## config.mk

```make
export PLATFORM = sky130hd
export DESIGN_NAME = instr_mem_server_flat
export DESIGN_NICKNAME = d
export VERILOG_FILES = /design/src/rtl/instr_mem_server_if.sv /design/src/rtl/instr_mem_server.sv /design/src/flat_wrapper.sv
export SDC_FILE = /design/constraint.sdc
export NUM_CORES = 1
export LEC_CHECK = 0
export CORE_UTILIZATION = 55
export DETAILED_ROUTE_END_ITERATION = 7
export GPL_ROUTABILITY_DRIVEN = 0
export PLACE_DENSITY = 0.83
export SLEW_MARGIN = 40
export SYNTH_ARGS = -nofsm -noshare
export SYNTH_HDL_FRONTEND = slang
export SYNTH_SLANG_ARGS = --single-unit
```

## constraint.sdc

```tcl
create_clock -name clk -period 7.8 [get_ports clk]
set_clock_uncertainty 0.1 [all_clocks]
set_input_delay 2.34 -clock clk [delete_from_list [all_inputs] [get_ports clk]]
set_output_delay 2.34 -clock clk [all_outputs]
set_load 0.01 [all_outputs]
```

## src/rtl/instr_mem_server_if.sv

```systemverilog
// Load and fetch bus of the program memory server.
// master: host/controller side; slave: memory side.
interface instr_mem_server_if #(
  parameter int IW = 31,
  parameter int AW = 5
);
  logic          ld_valid;
  logic [IW-1:0] ld_word;
  logic          ld_last;
  logic          ld_ready;
  logic          fetch;
  logic [AW-1:0] pc;
  logic [IW-1:0] instr_word;
  logic          instr_valid;
  logic          fetch_err;

  modport master (
    output ld_valid, ld_word, ld_last,
    output fetch, pc,
    input  ld_ready,
    input  instr_word, instr_valid, fetch_err
  );

  modport slave (
    input  ld_valid, ld_word, ld_last,
    input  fetch, pc,
    output ld_ready,
    output instr_word, instr_valid, fetch_err
  );
endinterface

```

## src/rtl/instr_mem_server.sv

```systemverilog
// Program memory: host loads words, controller fetches them.
// Ports: clk, rst (sync, high), prog, prog_len, ready, bus (slave).
module instr_mem_server #(
  parameter int VEC_ID_WIDTH       = 3,
  parameter int REGFILE_ADDR_WIDTH = 4,
  parameter int DATA_ADDR_WIDTH    = 6,
  parameter int INSTR_ADDR_WIDTH   = 5
) (
  input  logic                      clk,
  input  logic                      rst,
  input  logic                      prog,
  output logic [INSTR_ADDR_WIDTH:0] prog_len,
  output logic                      ready,
  instr_mem_server_if.slave         bus
);
  localparam int AW = INSTR_ADDR_WIDTH;
  localparam int INSTR_W = 2 + VEC_ID_WIDTH
    + 2 * REGFILE_ADDR_WIDTH
    + 3 * DATA_ADDR_WIDTH;
  localparam int PROG_SIZE = 2 ** AW;
  localparam logic [AW:0] LAST_PTR =
    (AW+1)'(PROG_SIZE - 1);

  typedef enum logic [1:0] {
    S_IDLE = 2'b00,
    S_LOAD = 2'b01,
    S_RUN  = 2'b10
  } state_t;

  state_t state, nxt;

  logic [INSTR_W-1:0] mem [PROG_SIZE];
  logic [AW:0]        wr_ptr;
  logic               accept;
  logic               hit;
  logic               restart;

  assign bus.ld_ready = (state == S_LOAD);
  assign ready        = (state == S_RUN);
  assign accept       = bus.ld_valid & bus.ld_ready;
  assign hit          = ({1'b0, bus.pc} < prog_len);
  assign restart      = prog &&
    (state == S_IDLE || state == S_RUN);

  always_ff @(posedge clk) begin
    if (rst) state <= S_IDLE;
    else     state <= nxt;
  end

  always_comb begin
    nxt = state;
    unique case (state)
      S_IDLE: if (prog) nxt = S_LOAD;
      S_LOAD: begin
        if (accept) begin
          // A full memory, the last marker or a dropped
          // prog all end the load once the write lands.
          if (bus.ld_last || wr_ptr == LAST_PTR || !prog)
            nxt = S_RUN;
        end else if (!prog) begin
          nxt = (prog_len != '0) ? S_RUN : S_IDLE;
        end
      end
      S_RUN:  if (prog) nxt = S_LOAD;
      default: nxt = S_IDLE;
    endcase
  end

  // Array is never cleared; prog_len gates reads.
  always_ff @(posedge clk) begin
    if (!rst && accept)
      mem[wr_ptr[AW-1:0]] <= bus.ld_word;
  end

  always_ff @(posedge clk) begin
    if (rst) begin
      wr_ptr   <= '0;
      prog_len <= '0;
    end else if (restart) begin
      wr_ptr   <= '0;
      prog_len <= '0;
    end else if (accept) begin
      // Load ends at LAST_PTR, so this tops out at
      // PROG_SIZE and never wraps.
      wr_ptr   <= wr_ptr + 1'b1;
      prog_len <= wr_ptr + 1'b1;
    end
  end

  // Fetch sees the pre-edge state, so a fetch that
  // coincides with prog=1 in S_RUN uses the old program.
  always_ff @(posedge clk) begin
    if (rst) begin
      bus.instr_word  <= '0;
      bus.instr_valid <= 1'b0;
      bus.fetch_err   <= 1'b0;
    end else if (!bus.fetch) begin
      bus.instr_valid <= 1'b0;
      bus.fetch_err   <= 1'b0;
    end else if (state != S_RUN) begin
      bus.instr_valid <= 1'b0;
      bus.fetch_err   <= 1'b1;
    end else if (hit) begin
      bus.instr_word  <= mem[bus.pc];
      bus.instr_valid <= 1'b1;
      bus.fetch_err   <= 1'b0;
    end else begin
      bus.instr_word  <= '0;
      bus.instr_valid <= 1'b0;
      bus.fetch_err   <= 1'b1;
    end
  end
endmodule

```

## src/flat_wrapper.sv

```systemverilog
// flat-port wrapper written by rule: the top's interface ports become plain ports
module instr_mem_server_flat 
#(
  parameter int VEC_ID_WIDTH       = 3,
  parameter int REGFILE_ADDR_WIDTH = 4,
  parameter int DATA_ADDR_WIDTH    = 6,
  parameter int INSTR_ADDR_WIDTH   = 5
)
  (clk, rst, prog, prog_len, ready, bus_ld_valid, bus_ld_word, bus_ld_last, bus_fetch, bus_pc, bus_ld_ready, bus_instr_word, bus_instr_valid, bus_fetch_err);
  instr_mem_server_if #(.IW((31)), .AW((5))) bus_i ();
  input  logic clk;
  input  logic rst;
  input  logic prog;
  output logic [INSTR_ADDR_WIDTH:0] prog_len;
  output logic ready;
  input wire logic [$bits(bus_i.ld_valid)-1:0] bus_ld_valid;
  input wire logic [$bits(bus_i.ld_word)-1:0] bus_ld_word;
  input wire logic [$bits(bus_i.ld_last)-1:0] bus_ld_last;
  input wire logic [$bits(bus_i.fetch)-1:0] bus_fetch;
  input wire logic [$bits(bus_i.pc)-1:0] bus_pc;
  output wire logic [$bits(bus_i.ld_ready)-1:0] bus_ld_ready;
  output wire logic [$bits(bus_i.instr_word)-1:0] bus_instr_word;
  output wire logic [$bits(bus_i.instr_valid)-1:0] bus_instr_valid;
  output wire logic [$bits(bus_i.fetch_err)-1:0] bus_fetch_err;
  assign bus_i.ld_valid = bus_ld_valid;
  assign bus_i.ld_word = bus_ld_word;
  assign bus_i.ld_last = bus_ld_last;
  assign bus_i.fetch = bus_fetch;
  assign bus_i.pc = bus_pc;
  assign bus_ld_ready = bus_i.ld_ready;
  assign bus_instr_word = bus_i.instr_word;
  assign bus_instr_valid = bus_i.instr_valid;
  assign bus_fetch_err = bus_i.fetch_err;
  instr_mem_server #(.VEC_ID_WIDTH(VEC_ID_WIDTH), .REGFILE_ADDR_WIDTH(REGFILE_ADDR_WIDTH), .DATA_ADDR_WIDTH(DATA_ADDR_WIDTH), .INSTR_ADDR_WIDTH(INSTR_ADDR_WIDTH)) u_core (.clk(clk), .rst(rst), .prog(prog), .prog_len(prog_len), .ready(ready), .bus(bus_i));
endmodule
```

# Word-level counts from Yosys, hierarchy flattened
# Memories as Yosys holds them, arrays and structs flattened.
# Cells that the tools add are included.
dict set report word_totals {
  ff_bits 41
  ramBits 992
  out_inout_bits 41
  word_cells 45
  n_memories 1
}
# name depth word_bits rd rd_ports_with_merged_regs write_ports line_no
set memory_table {}
lappend memory_table {u_core.mem 32 31 1 0 1 instr_mem_server.sv:32} ;# logic [INSTR_W-1:0] mem [PROG_SIZE];
dict set report classes {
  add_sub_neg 1
  n_lt_le_gt_ge 1
  eq_ne 7
  mux 12
  bitwise_logic 3
  reduce_logical 15
}
# operator n
set ops {}
lappend ops {{2-to-1 mux 31 bit} 1}
lappend ops {{2-to-1 mux 2 bit} 5}
lappend ops {{adder 6 x 1 -> 6 bit (second input constant)} 1}
lappend ops {{equality test 6 x 5 -> 1 bit (second input constant)} 1}
lappend ops {{less-than comparator 5 x 6 -> 1 bit} 1}
lappend ops {{!= test 3 bit (second input constant)} 2}
lappend ops {{nonzero test 6 bit} 1}
lappend ops {{OR reduction 2 bit} 3}
lappend ops {{2-to-1 mux 1 bit} 5}
lappend ops {{case mux 2 bit (2 select lines)} 1}
lappend ops {{logical OR 1 bit} 3}
lappend ops {{AND reduction 3 bit} 1}
lappend ops {{OR reduction 3 bit} 1}
lappend ops {{equality test 2 x 1 -> 1 bit (second input constant)} 1}
lappend ops {{equality test 2 bit (second input constant)} 1}
lappend ops {{logical AND 1 bit} 2}
lappend ops {{zero test 1 bit} 2}
lappend ops {{zero test 2 bit} 1}
lappend ops {{!= test 2 x 1 -> 1 bit (second input constant)} 1}
lappend ops {{!= test 2 bit (second input constant)} 1}
lappend ops {{NOT 1 bit} 2}
lappend ops {{AND reduction 2 bit} 1}
lappend ops {{AND 1 bit} 1}

# Logic depth before layout (Yosys ltp)
dict set report logic_depth {
  word_depth 6
  mapped_depth 9
  mapped_depth_nobuf 7
}

# Least setup slack after synthesis
# Ideal clock, no wire load.
dict set report synth_path {
  path_kind {in2reg}
  start {input rst}
  end {memory u_core.mem[29][0] in the netlist's numbering (enable)}
  setup_time_ns 0.508
  arrival_ns 5.875
  path_slack_ns 1.317
  path_stages 2
  cell_sequence {clkbuf_1 nor4b_1}
}
dict set report synth_between {
  elab_chain_cells 4
}
# item line_no
set synth_rtl {}
lappend synth_rtl {{start: declaration} flat_wrapper.sv:12} ;# input logic rst;
lappend synth_rtl {{zero test 1 bit} instr_mem_server.sv:71} ;# if (!rst && accept)
lappend synth_rtl {{logical AND 1 bit} instr_mem_server.sv:71}
lappend synth_rtl {{2-to-1 mux 1 bit} instr_mem_server.sv:71}
lappend synth_rtl {{2-to-1 mux 1 bit (implied by the code)} instr_mem_server.sv:72} ;# mem[wr_ptr[AW-1:0]] <= bus.ld_word;
lappend synth_rtl {{end: declaration} instr_mem_server.sv:32}
# Every way passes these cells.

# Worst setup path after layout
dict set report layout_path {
  start {input bus_pc[2]}
  end {register u_core.bus.instr_word[18]}
}
dict set report layout_between {
  elab_chain_cells 2
  elab_cells_between_ends 3
  classes_between {1 x order compare; 1 x mux; 1 x memory}
}
# item line_no
set layout_rtl {}
lappend layout_rtl {{start: declaration} flat_wrapper.sv:20} ;# input wire logic [$bits(bus_i.pc)-1:0] bus_pc;
lappend layout_rtl {{memory (32 x 31 bit) / less-than comparator 5 x 6 -> 1 bit (equally long branches)} -}
lappend layout_rtl {{2-to-1 mux 31 bit (*)} instr_mem_server.sv:103} ;# end else if (hit) begin
lappend layout_rtl {{end signal: assignment} instr_mem_server.sv:104} ;# bus.instr_word <= mem[bus.pc];
lappend layout_rtl {{end: declaration} instr_mem_server_if.sv:28} ;# output instr_word, instr_valid, fetch_err
# Mark *: on every way between the ends. The rest lies on a longest branch, timed or not.
# A chain may end at the register's enable or synchronous reset.

==> impl_metrics.ini <==
[status]
outcome = complete, no violations

[detailed_routing]
dr_wl_met2_um = 49100
route.met3.wl_um = 9280
dr_total_vias = 19632
number_of_nets_with_antenna_violations_after_routing = 0
detail_route.drc_violations = 0
viasPerCell = 6.78
top_signal_layer_used = met5
detail_route.first_pass.iterations = 6
drtIter0Drc = 2748
wl_met1_um = 33600
routed_wl_um = 96600
wire_per_inst_um = 33.4

[sta]
tns_ps = 0
number_of_setup_violations_in_the_final_report = 0
fraction_of_the_cycle_the_final_worst_path_needs_pct = 63.3
setup_repair_after_global_routing_missed_its_margin = no
worstMarginPinSlew_ps = 995
slew_violations = 0
timing.slew.headroom_pct = 33.7
timing.hold.ws_ps = 381
setup_ws_ps = 2860
clock.fmax_mhz = 202
hold_viol = 0
min_cycle_time_layout_ps = 4940

[die]
ioPinCount = 83
die_area_um2 = 72900
chipWidth_um = 270
core.rowCount = 97
floorplan.initialDensity_pct = 56.0
die-height_um = 270
core_area_um2 = 70500

[clocking]
number_of_gates_resized_after_cts = 0
number_of_buffers_inserted_by_post_cts_setup_repair = 0
clk_transition_reported_paths_ps = 60
cts_max_path_buffers = 3
clock_tree.htree_level_count = 3
worst_skew_pair.late_latency_ps = 670
cts-buffers-inserted = 97
holdBufCountCts = 0
cts_tree = yes
cts_num_sinks = 1033
clock_root_buffer = sky130_fd_sc_hd__clkbuf_16

[cells_and_area]
num-fill-cells = 4258
final_common_cell = sky130_fd_sc_hd__edfxtp_1
layout_common_cells = 992 x sky130_fd_sc_hd__edfxtp_1, 270 x sky130_fd_sc_hd__mux4_2, 98 x sky130_fd_sc_hd__clkbuf_16
final_cell_count_no_fill = 2895
post_route_cells_drive_above_1_share_pct = 27.4
layout.area.seq_um2 = 30600
num-nets-final = 1923
layout.cell_area.non_filler_um2 = 44800
multiInputGateArea_um2 = 8650
syn2layout_area_growth_pct = 13.5
post-route-util_pct = 63.6

[synthesis]
synth.area.mux_share_pct = 16.6
synth_top_family_by_area = multiplexers
count_of_distinct_cell_types_in_the_synthesized_netlist = 46
count_of_synthesis_stage_warnings_from_yosys = 0
synth.cell_area_um2 = 39500
post_synth_main_area_contributors = sky130_fd_sc_hd__edfxtp_1 75%, sky130_fd_sc_hd__mux4_2 15%, sky130_fd_sc_hd__dfxtp_1 2.1%, sky130_fd_sc_hd__a211oi_1 1.1%, sky130_fd_sc_hd__mux2i_1 1.1%
yosys.area_share.xor_xnor_pct = 0.0665
syn_avg_cell_area_um2 = 22.9
async_flop_share_pct = 0
post_synthesis_compound_gate_area_fraction_pct = 2.33
synth_top_cell_area_share_pct = 75.4
syn-instance-count = 1728
seq_area_frac_synth_pct = 77.5
synth_enable_flop_cells = 992
syn-num-nets = 1778
synth_flop_cell = sky130_fd_sc_hd__edfxtp_1
postSynthRegisterBits = 1033
post_synth_and_or_nand_nor_area_fraction_pct = 1.92
synth_adder_area_share_pct = 0.253
synth_top_area_cell = sky130_fd_sc_hd__edfxtp_1

[place]
post_dp_cell_area_um2 = 41800
numPortBuffers = 82
numPlacedInstances = 2712
hpwl_um = 49100
preCtsSetupSlack_ps = 2230

[min_path]
timing.hold.worst_path_depth = 1
whs_endpoint = u_core.bus.instr_word[29]
hp-class = register to register
timing.hold.worst.start = u_core.bus.instr_word[29]

[critical_path]
timing.rr.start = u_core.prog_len[4]
worst_r2r_endpoint = u_core.mem[16][3]
worstSetupPathType = primary input to register
cp_data_required_time_ps = 8240
arrival_time_of_data_at_the_critical_path_endpoint_ps = 5390
crit_fanout = 50
end_kind = register
worst_r2r_path_depth = 5
rrSetupSlack_ps = 4510
critical_path.startpoint_type = primary input

[global_route]
grt-ovfl-total = 0
first_global_vias = 20465
globalRouteTotalUtil_pct = 26.8
number_of_antenna_violations_at_the_first_check_in_global_routing = 4
grt_pass1_wl_um = 140000
grt_max_degree = 137

[pwr]
clock_network_power_share_pct = 41.6
cell_internal_pwr_mw = 8.85
power.share.sequential_pct = 54.5
ir_worst_vdd_mv = 0.169
power.density_nw_per_um2 = 249
netSwitchingPower_mw = 2.31
leakage_power_nw = 14.2
comb_power_share_pct = 3.9
switching_fraction_of_total_power_pct = 20.7
power_mw = 11.2

[flow_run]
total_of_max_cap_violations = 0
sequential cells by signal, indices dropped and copies added (netlist names):
| register | cells |
|---|---|
| u_core.prog_len | 6 |
| u_core.bus.instr_valid | 1 |
| u_core.bus.instr_word | 31 |
| u_core.bus.fetch_err | 1 |
| u_core.state | 2 |
| u_core.mem | 992 |
kinds of logic (layout without fill, tap and decap cells):
| group | Yosys count | count (layout) |
|---|---|---|
| adder cells (fa/ha/maj) | 8 | 8 |
| XOR/XNOR | 3 | 3 |
| buffers and inverters | 101 | 327 |
| other | 0 | 1 |
| AO/OA/AOI/OAI | 120 | 120 |
| AND/OR/NAND/NOR | 145 | 145 |
| flip-flops | 1033 | 1033 |
| multiplexers | 318 | 318 |
how the worst max path moves through the flow:
stage	from	endpoint	slack, ps	depth (start not counted)
2_1_floorplan	rst	u_core.mem[29][0]	1320	2
3_3_place_gp	rst	u_core.mem[25][12]	2370	5
3_5_place_dp	rst	u_core.mem[25][12]	2230	5
4_1_cts	rst	u_core.mem[19][18]	2840	5
5_1_grt	bus_pc[2]	u_core.bus.instr_word[29]	2830	8
6_report	bus_pc[2]	u_core.bus.instr_word[18]	2860	8
power groups by stage:
| stage | Combinational [mW] | Sequential [mW] | Clock, mW |
|---|---|---|---|
| 2_1_floorplan | 0.270 | 6.20 | 0 |
| 3_3_place_gp | 0.413 | 6.20 | 0 |
| 3_5_place_dp | 0.427 | 6.20 | 0 |
| 4_1_cts | 0.435 | 6.09 | 4.67 |
| 5_1_grt | 0.455 | 6.08 | 4.86 |
| 6_report | 0.430 | 6.08 | 4.64 |
critical path, cell delays in order:
cell,delay (ps)
sky130_fd_sc_hd__buf_4,340
sky130_fd_sc_hd__buf_4,590
sky130_fd_sc_hd__buf_4,700
sky130_fd_sc_hd__nor2_1,230
sky130_fd_sc_hd__a221o_1,420
sky130_fd_sc_hd__o22ai_1,230
sky130_fd_sc_hd__nor3_1,100
sky130_fd_sc_hd__a211o_1,290
per-layer routing:
layer | vias to the layer above | global-route usage, %
met5 | - | 0
met4 | 4 | 12.8
met3 | 290 | 4.81
met2 | 1467 | 44.8
met1 | 10250 | 34.2
li1 | 7621 | -
Yosys cell counts (2+ instances only):
cell type,number
sky130_fd_sc_hd__a211oi_1,58
sky130_fd_sc_hd__o21a_1,2
sky130_fd_sc_hd__mux2i_1,43
sky130_fd_sc_hd__mux2_1,4
sky130_fd_sc_hd__dfxtp_1,41
sky130_fd_sc_hd__clkbuf_1,53
sky130_fd_sc_hd__buf_4,12
sky130_fd_sc_hd__nand2b_1,4
sky130_fd_sc_hd__edfxtp_1,992
sky130_fd_sc_hd__a21oi_1,8
sky130_fd_sc_hd__nor4_1,4
sky130_fd_sc_hd__a221o_1,2
sky130_fd_sc_hd__xnor2_1,2
sky130_fd_sc_hd__ha_1,8
sky130_fd_sc_hd__buf_6,10
sky130_fd_sc_hd__a221oi_1,4
sky130_fd_sc_hd__o21ai_0,5
sky130_fd_sc_hd__nand3_1,2
sky130_fd_sc_hd__nor2_1,39
sky130_fd_sc_hd__a22oi_1,2
sky130_fd_sc_hd__buf_2,16
sky130_fd_sc_hd__and2_1,31
sky130_fd_sc_hd__inv_1,7
sky130_fd_sc_hd__nor2b_1,34
sky130_fd_sc_hd__nand3b_1,2
sky130_fd_sc_hd__nand2_1,18
sky130_fd_sc_hd__mux4_2,270
sky130_fd_sc_hd__buf_1,2
sky130_fd_sc_hd__a211o_1,30
sky130_fd_sc_hd__nor3_1,7
area by class of cell:
class                           instances  share of cell area, %
Clock inverter                         45                  0.971
Timing Repair Buffer                  139                   2.77
Sequential cell                      1033                   68.3
Clock buffer                          135                   5.98
Inverter                                8                 0.0781
Multi-Input combinational cell        594                   19.3
Antenna cell                            1                0.00558
Tap cell                              940                   2.62
No activity file was read; power rests on OpenSTA's default activity.
